==> config.mk <==
export PLATFORM = sky130hd
export DESIGN_NAME = loading_screen_sequencer
export DESIGN_NICKNAME = d
export VERILOG_FILES = /design/src/rtl/oled_pkg.sv /design/src/rtl/bar_region_decode.sv /design/src/rtl/loading_screen_sequencer.sv
export SDC_FILE = /design/constraint.sdc
export NUM_CORES = 1
export LEC_CHECK = 0
export CORE_MARGIN = 1
export CORE_UTILIZATION = 40
export DETAILED_ROUTE_END_ITERATION = 8
export HOLD_SLACK_MARGIN = 0.06
export PLACE_DENSITY = 0.68
export SYNTH_ARGS = -nofsm -noshare
export SYNTH_HDL_FRONTEND = slang
export SYNTH_SLANG_ARGS = --single-unit
==> constraint.sdc <==
create_clock -name clk -period 4.3 [get_ports clk]
set_clock_uncertainty 0.05 [all_clocks]
set_input_delay 1.075 -clock clk [delete_from_list [all_inputs] [get_ports clk]]
set_output_delay 1.075 -clock clk [all_outputs]
set_load 0.03 [all_outputs]
==> src/rtl/oled_pkg.sv <==
// Shared OLED screen constants, region bounds and the loading-screen state type.
package oled_pkg;

  // RGB565 colours
  localparam logic [15:0] WHITE      = 16'hFFFF;
  localparam logic [15:0] BLACK      = 16'h0000;
  localparam logic [15:0] LIGHTGREEN = 16'hAFE5;
  localparam logic [15:0] RED        = 16'hF800;
  localparam logic [15:0] BG_DEFAULT = WHITE;

  // Panel dimensions
  localparam int unsigned SCREEN_W = 96;
  localparam int unsigned SCREEN_H = 64;

  // Loading-bar segment rows and columns
  localparam logic [5:0] BAR_Y_MIN = 6'd30;
  localparam logic [5:0] BAR_Y_MAX = 6'd45;

  // Rules-text block
  localparam logic [6:0] TEXT_X_MIN = 7'd10;
  localparam logic [6:0] TEXT_X_MAX = 7'd87;
  localparam logic [5:0] TEXT_Y_MIN = 6'd51;
  localparam logic [5:0] TEXT_Y_MAX = 6'd61;

  // Left column of bar segment k
  function automatic logic [6:0] seg_x_min(input logic [1:0] k);
    case (k)
      2'd0:    seg_x_min = 7'd14;
      2'd1:    seg_x_min = 7'd32;
      2'd2:    seg_x_min = 7'd51;
      default: seg_x_min = 7'd69;
    endcase
  endfunction

  // Right column of bar segment k
  function automatic logic [6:0] seg_x_max(input logic [1:0] k);
    case (k)
      2'd0:    seg_x_max = 7'd30;
      2'd1:    seg_x_max = 7'd49;
      2'd2:    seg_x_max = 7'd67;
      default: seg_x_max = 7'd85;
    endcase
  endfunction

  typedef enum logic [1:0] {
    ST_IDLE    = 2'd0,
    ST_LOADING = 2'd1,
    ST_READY   = 2'd2,
    ST_DONE    = 2'd3
  } ls_state_e;

endpackage

==> src/rtl/bar_region_decode.sv <==
// Combinational decode of a pixel coordinate into loading-bar segment and
// rules-text region hits. Coordinates outside the panel never hit.
module bar_region_decode
  import oled_pkg::*;
(
  input  logic [6:0] x,
  input  logic [5:0] y,
  output logic [3:0] seg_hit,
  output logic       text_hit
);

  logic bar_row;

  // Segment and text region membership for the current coordinate
  always_comb begin
    seg_hit  = '0;
    bar_row  = (y >= BAR_Y_MIN) && (y <= BAR_Y_MAX);
    for (int unsigned k = 0; k < 4; k++) begin
      seg_hit[k] = bar_row
                && (x >= seg_x_min(k[1:0]))
                && (x <= seg_x_max(k[1:0]));
    end
    text_hit = (y >= TEXT_Y_MIN) && (y <= TEXT_Y_MAX)
            && (x >= TEXT_X_MIN) && (x <= TEXT_X_MAX);
  end

endmodule

==> src/rtl/loading_screen_sequencer.sv <==
// Loading-screen sequencer: fills the four-segment bar over time, blinks the
// rules text until continue is pressed, pulses game_start, and masks the
// renderer's pixel stream accordingly with one cycle of latency.
module loading_screen_sequencer
  import oled_pkg::*;
#(
  parameter int unsigned SEG_TICKS   = 250,
  parameter int unsigned BLINK_TICKS = 500,
  parameter logic [15:0] BG_COLOUR   = 16'hFFFF
) (
  input  logic        clk,
  input  logic        reset,
  input  logic        tick,
  input  logic        start,
  input  logic        abort,
  input  logic        btn_continue,
  input  logic [6:0]  x,
  input  logic [5:0]  y,
  input  logic [15:0] pixel_in,
  output logic [15:0] oled_data,
  output logic [2:0]  seg_count,
  output logic        busy,
  output logic        game_start
);

  localparam int unsigned TCW = (SEG_TICKS   > 1) ? $clog2(SEG_TICKS)   : 1;
  localparam int unsigned BCW = (BLINK_TICKS > 1) ? $clog2(BLINK_TICKS) : 1;
  localparam logic [TCW-1:0] TC_LAST = TCW'(SEG_TICKS - 1);
  localparam logic [BCW-1:0] BC_LAST = BCW'(BLINK_TICKS - 1);

  ls_state_e      state_q, state_d;
  logic [TCW-1:0] tick_cnt_q, tick_cnt_d;
  logic [BCW-1:0] blink_cnt_q, blink_cnt_d;
  logic           blink_on_q, blink_on_d;
  logic [2:0]     seg_q, seg_d;
  logic           busy_q, busy_d;
  logic           gs_q, gs_d;
  logic [15:0]    oled_q, oled_d;

  logic [3:0]     seg_hit;
  logic           text_hit;
  logic [3:0]     seg_lit;
  logic           mask;

  bar_region_decode u_decode (
    .x        (x),
    .y        (y),
    .seg_hit  (seg_hit),
    .text_hit (text_hit)
  );

  // Next state and counters; abort overrides transitions, transitions override tick
  always_comb begin
    state_d     = state_q;
    tick_cnt_d  = tick_cnt_q;
    blink_cnt_d = blink_cnt_q;
    blink_on_d  = blink_on_q;
    seg_d       = seg_q;
    gs_d        = 1'b0;

    if (abort) begin
      state_d     = ST_IDLE;
      seg_d       = '0;
      tick_cnt_d  = '0;
      blink_cnt_d = '0;
      blink_on_d  = 1'b1;
    end else begin
      case (state_q)
        ST_IDLE: begin
          if (start) begin
            state_d    = ST_LOADING;
            seg_d      = '0;
            tick_cnt_d = '0;
          end
        end
        ST_LOADING: begin
          if (tick) begin
            if (tick_cnt_q == TC_LAST) begin
              tick_cnt_d = '0;
              seg_d      = seg_q + 3'd1;
              if (seg_q == 3'd3) begin
                state_d     = ST_READY;
                blink_cnt_d = '0;
                blink_on_d  = 1'b1;
              end
            end else begin
              tick_cnt_d = tick_cnt_q + 1'b1;
            end
          end
        end
        ST_READY: begin
          if (btn_continue) begin
            state_d    = ST_DONE;
            gs_d       = 1'b1;
            blink_on_d = 1'b1;
          end else if (tick) begin
            if (blink_cnt_q == BC_LAST) begin
              blink_cnt_d = '0;
              blink_on_d  = ~blink_on_q;
            end else begin
              blink_cnt_d = blink_cnt_q + 1'b1;
            end
          end
        end
        ST_DONE: begin
          blink_on_d = 1'b1;
          if (start) begin
            state_d    = ST_LOADING;
            seg_d      = '0;
            tick_cnt_d = '0;
          end
        end
        default: state_d = ST_IDLE;
      endcase
    end

    busy_d = (state_d != ST_IDLE);
  end

  // Pixel mask: unlit segments, and rules text during the blink-off phase
  always_comb begin
    seg_lit = '0;
    for (int unsigned k = 0; k < 4; k++) begin
      seg_lit[k] = (3'(k) < seg_q);
    end
    mask = (|(seg_hit & ~seg_lit))
        || (text_hit && (state_q == ST_READY) && !blink_on_q);
    oled_d = mask ? BG_COLOUR : pixel_in;
  end

  // State, counter and output registers with synchronous reset
  always_ff @(posedge clk) begin
    if (reset) begin
      state_q     <= ST_IDLE;
      tick_cnt_q  <= '0;
      blink_cnt_q <= '0;
      blink_on_q  <= 1'b1;
      seg_q       <= '0;
      busy_q      <= 1'b0;
      gs_q        <= 1'b0;
      oled_q      <= BG_COLOUR;
    end else begin
      state_q     <= state_d;
      tick_cnt_q  <= tick_cnt_d;
      blink_cnt_q <= blink_cnt_d;
      blink_on_q  <= blink_on_d;
      seg_q       <= seg_d;
      busy_q      <= busy_d;
      gs_q        <= gs_d;
      oled_q      <= oled_d;
    end
  end

  assign oled_data  = oled_q;
  assign seg_count  = seg_q;
  assign busy       = busy_q;
  assign game_start = gs_q;

endmodule

After elaboration in Yosys (flattened, before gate mapping) --
Index checks and enable logic that the tools add are counted.
Storage, ports and cells: flip-flop bits (word level) 41, input bits 35, output and inout bits 21, word-level logic and storage cells 107
Cells by class: $add $sub $neg 3, magnitude comparators 18, equal/unequal tests 14, mux-type cells 30, bitwise operators 4, reductions and logical operators 30
Operators by type and width (number):
- $mux 9 | 6
- $mux 8 | 3
- $le 7x7->1 const B | 3
- $pmux 9 s2 | 1
- $pmux 8 s2 | 1
- $ge 7x4->1 const B | 2
- $ge 7x6->1 const B | 2
- $logic_and 1x1->1 | 14
- $le 6x6->1 const B | 2
- $mux 2 | 6
- $reduce_and 6->1 | 2
- $ne 2x2->1 const B | 5
- $add 9x1->9 const B | 1
- $eq 9x9->1 const B | 1
- $mux 3 | 3
- $add 8x1->8 const B | 1
- $eq 8x8->1 const B | 1
- $ge 7x7->1 const B | 1
- $le 7x5->1 const B | 1
- $le 7x6->1 const B | 1
- $mux 1 | 7
- $ge 6x5->1 const B | 1
- $ge 6x6->1 const B | 1
- $lt 1x3->1 const A | 2
- other kinds (23) | 31

Depth between registers and ports, before layout --
depth in word-level cells 8, depth in mapped cells 9, gate-level depth less buffers 7

Modules after synthesis --
A second synthesis with hierarchy kept.
Second synthesis, totals: cells, all modules 233, area total of the unflattened synthesis 2192.1 µm²
By module, submodules not included:
- loading_screen_sequencer | times used 1, cells each 205, area an instance 1981.9 µm², seq. area each 820.8 µm²
- bar_region_decode | times used 1, cells each 28, area an instance 210.2 µm², seq. area each 0.0 µm²

Worst setup path before layout --
No wires, ideal clock.
path kind input port to flip-flop, start point input x[4], end point register oled_q[10], in the netlist oled_data[10], arrival 2.214 ns, required time 4.130 ns, slack 1.916 ns, stages on the path 7, path buffers 2, cell sequence buf_2 > nand2_1 > mux2_2 > a211oi_2 > o211ai_2 > buf_6 > or2_1
On the way: word-level cells in the longest chain between the ends 7, elaborated cells on any way between the ends 26, classes of those cells order compare: 10; bitwise: 1; reduce/logical: 15
RTL lines:
- start, declared | RTL line loading_screen_sequencer.sv:17 | input logic [6:0] x,
- $ge 7x4->1, or another cell as far along | RTL line bar_region_decode.sv:20 | && (x >= seg_x_min(k[1:0]))
- $logic_and 1x1->1, on equally long branches | RTL line bar_region_decode.sv:20, bar_region_decode.sv:24
- $logic_and 1x1->1, on equally long branches | RTL line bar_region_decode.sv:21, bar_region_decode.sv:24
- $and 4x4->4 / $logic_and 1x1->1 (equally long branches) | RTL line loading_screen_sequencer.sv:126, loading_screen_sequencer.sv:127
- $reduce_or 4->1 / $logic_and 1x1->1 (equally long branches) | RTL line loading_screen_sequencer.sv:126, loading_screen_sequencer.sv:127
- $logic_or 1x1->1 * | RTL line loading_screen_sequencer.sv:127 | || (text_hit && (state_q == ST_READY) && !blink_on_q);
- $reduce_or 2->1 (no source line) *
- end signal, assigned | RTL line loading_screen_sequencer.sv:150 | oled_q <= oled_d;
- end, declared | RTL line loading_screen_sequencer.sv:38 | logic [15:0] oled_q, oled_d;
Mark *: on every way between the ends. The rest lies on a longest branch, timed or not. A chain may end at the register's enable or synchronous reset.

Worst setup path in the final report --
start point input x[3], end point register oled_q[13], in the netlist oled_data[13]
Same word-level chain as after synthesis.

==> impl_metrics.json <==
{
  "detailed_place.area_mm2": 0.00266,
  "syn_to_final_growth_pct": 34.1,
  "cts_made_buffers": 5,
  "yosys-top-cells-area": "dfxtp_1 40%, or2_1 5.2%, ha_1 4.9%",
  "leakagePower_nw": 0.961,
  "cts_htree_levels": 2,
  "run_status": "finished, final reports clean",
  "synth.net_count": 276,
  "yosysMostFrequentCell": "dfxtp_1",
  "worstPathMaxFanout": 16,
  "boundaryPins": 56,
  "cts_hold_buf": 0,
  "synthesis.instances": 233,
  "finalNetCount": 333,
  "worst_hold_path_type": "reg -> reg",
  "critPathTopFamily": "simple AND/OR/NAND/NOR gates",
  "insertion_delay_ps": 290,
  "post_synth_instance_area_mm2": 0.00205,
  "cts_num_sinks": 41,
  "fin_cells": 357,
  "timing.critical_path.slowest_cell_delay_ps": 600,
  "post_synth_xor_area_fraction_pct": 2.56,
  "totalNegativeSetupSlack_ps": 0,
  "route.final.wire_length_mm": 4.61,
  "chipWidth_um": 73.6,
  "synth-simple-area-share_pct": 30.0,
  "floorplan.initialDensity_pct": 42.6,
  "report.final.setup_viol": 0,
  "synth_edf_count": 0,
  "placeableCoreArea_mm2": 0.00482,
  "cts_tree": "done",
  "grt_first_pass_wirelength_mm": 7.16,
  "grt_pass1_vias": 1567,
  "timing.critical_path.buf_inv": 1,
  "worst_pin_slew_ps": 596,
  "area_share_of_fa_ha_maj_cells_after_synthesis_pct": 4.88,
  "grt.busiest_layer": "met2",
  "synth_top_family_by_area": "simple AND/OR/NAND/NOR gates",
  "setup.worst_path.start_class": "input pin",
  "final_util_pct": 57.2,
  "timing.final.hold_violations": 0,
  "post-route-drc-count": 0,
  "power_density_mw_per_mm2": 288,
  "cts-root-buf": "clkbuf_8",
  "timing_max_transition_violations_final": 0,
  "maximum_number_of_pins_on_one_net_before_global_route_repair": 17,
  "critPathRequiredTime_ps": 4480,
  "cpMaxStageDelayCell": "or4b_4",
  "clk_transition_reported_paths_ps": 80,
  "post-cts-setup-buffer-count": 0,
  "synthesis.area_per_instance_um2": 8.81,
  "dp.cells": 350,
  "groute.layer.met3.usage_pct": 4.53,
  "post_detailed_route_wirelength_per_cell_um": 12.9,
  "dp_hpwl_mm": 3.43,
  "ant_nets": 0,
  "min_period_ps": 2880,
  "dr_vias": 1851,
  "max_clock_freq_ghz": 0.347,
  "cts_resized": 0,
  "viasPerCell": 5.18,
  "detailedRoute.firstIterationViolations": 96,
  "synth_top_flop_cell": "dfxtp_1",
  "post_synth_num_cell_types": 52,
  "die_ar_mm2": 0.00542,
  "final_design_area_no_fill_mm2": 0.00275,
  "finalCritPeriodShare_pct": 66.9,
  "place.gp.congestion": 0.804,
  "worst_ir_drop_on_vdd_mv": 0.168,
  "critical_path_class": "in -> reg",
  "synth-seq-cells": 41,
  "rsz_0062_raised_after_global_routing": "no",
  "synth_top_area_share_pct": 40.0,
  "number_of_antenna_violations_at_the_first_check_in_global_routing": 0,
  "drt_pre_antenna_iters": 4,
  "cell_breakdown_of_the_critical_path": "clkdlybuf4s50_1 -> or4b_4 -> a21oi_2 -> a211oi_2 -> o211ai_2 -> or2_1",
  "yosysTopAreaCell": "dfxtp_1",
  "critical_path.endpoint_type": "flip-flop",
  "post_synthesis_compound_gate_area_fraction_pct": 18.0,
  "port_buffers": 55,
  "global_route.usage.met1_pct": 22.8,
  "row_count": 25,
  "synth.mux.area_fraction_pct": 1.58,
  "synth.yosys.warnings": 0,
  "timing.critical_path.arrival_ps": 3060,
  "drv.max_cap_violation_count": 0,
  "dieHeight_um": 73.6,
  "clock_path_buffers": 2,
  "synth_sequential_area_ratio_pct": 40.0,
  "slew_headroom_pct": 60.3,
  "grt_use_met2_pct": 27.0,
  "netlist_top_cells_count": "41 x dfxtp_1, 20 x nor2_1, 17 x or2_1",
  "post_route_cells_drive_above_1_share_pct": 7.24,
  "overflow": 0,
  "diodes": 0,
  "global_route.usage.total_pct": 17.0,
  "synth-async-reset-ratio_pct": 0
}
-- area by class of cell --
class	count	area [um2]
clock buffer	6	82.6
clock inverter	1	7.51
fill	466	2060
inverter	8	30.0
multi-input combinational	178	1170
sequential	41	821
tap	67	83.8
timing repair buffer	56	558
-- placed cells by master, fill, tap and decap left out, types with 2 or more instances in the layout --
cell,count
nand3_1,10
clkbuf_8,6
nand4_1,5
nand2b_1,3
nor4_1,2
o21ai_0,7
a21o_1,2
ha_1,8
dfxtp_1,41
nand2_1,14
a21oi_1,13
xnor2_1,3
xor2_1,3
o21ai_1,9
clkdlybuf4s50_1,55
or2_1,17
nor3b_1,4
and3_1,5
nand4b_1,3
nor2_1,20
nor3_1,13
a32o_1,4
nor2b_1,3
a211oi_1,3
inv_1,8
mux2_2,2
-- stage by stage --
step / setup slack [ps] / power [mW] / hold WS (ps)
floorplan: 1920 / 0.477 / 394
global placement: 1150 / 0.542 / 408
detailed placement: 1110 / 0.543 / 421
CTS: 1410 / 0.802 / 433
global route: 1250 / 0.826 / 446
finish: 1420 / 0.793 / 437
-- cells by family after synthesis --
kind of cell             count (synthesis)
XOR/XNOR                                 6
AO/OA/AOI/OAI                           53
multiplexers                             3
flip-flops                              41
buffers and inverters                   14
AND/OR/NAND/NOR                        108
adder cells (fa/ha/maj)                  8
-- routing by layer --
metal | up-vias | share of wire [%]
met5 | - | 0
met1 | 846 | 48
met3 | 6 | 5.1
li1 | 959 | -
met2 | 40 | 46
met4 | 0 | 0.69
-- power breakdown --
part | internal (mW) | switching [mW]
clock | 0.127 | 0.132
combinational | 0.0670 | 0.0705
sequential | 0.391 | 0.00465
total | 0.586 | 0.208
-- path summary, 6_finish.rpt --
check | from | end | cells past startpoint | slack [ps]
setup reg to reg | state_q[0] | tick_cnt_q[6] | 7 | 2240
hold reg to reg | blink_cnt_q[1] | blink_cnt_q[1] | 2 | 440
setup / recovery | x[3] | oled_data[13] | 6 | 1420
hold / removal | blink_cnt_q[1] | blink_cnt_q[1] | 2 | 440
-- sequential cells by signal, indices dropped and copies added (netlist names) --
signal,cells
busy,1
tick_cnt_q,8
game_start,1
blink_cnt_q,9
state_q,2
oled_data,16
seg_count,3
blink_on_q,1
-- worst min-delay path, cell delays in order (launching register included) --
cell and delay, ps:
dfxtp_1 330, nand2_1 60, a21oi_1 50
Note: power is estimated with default switching activity, not from simulation.
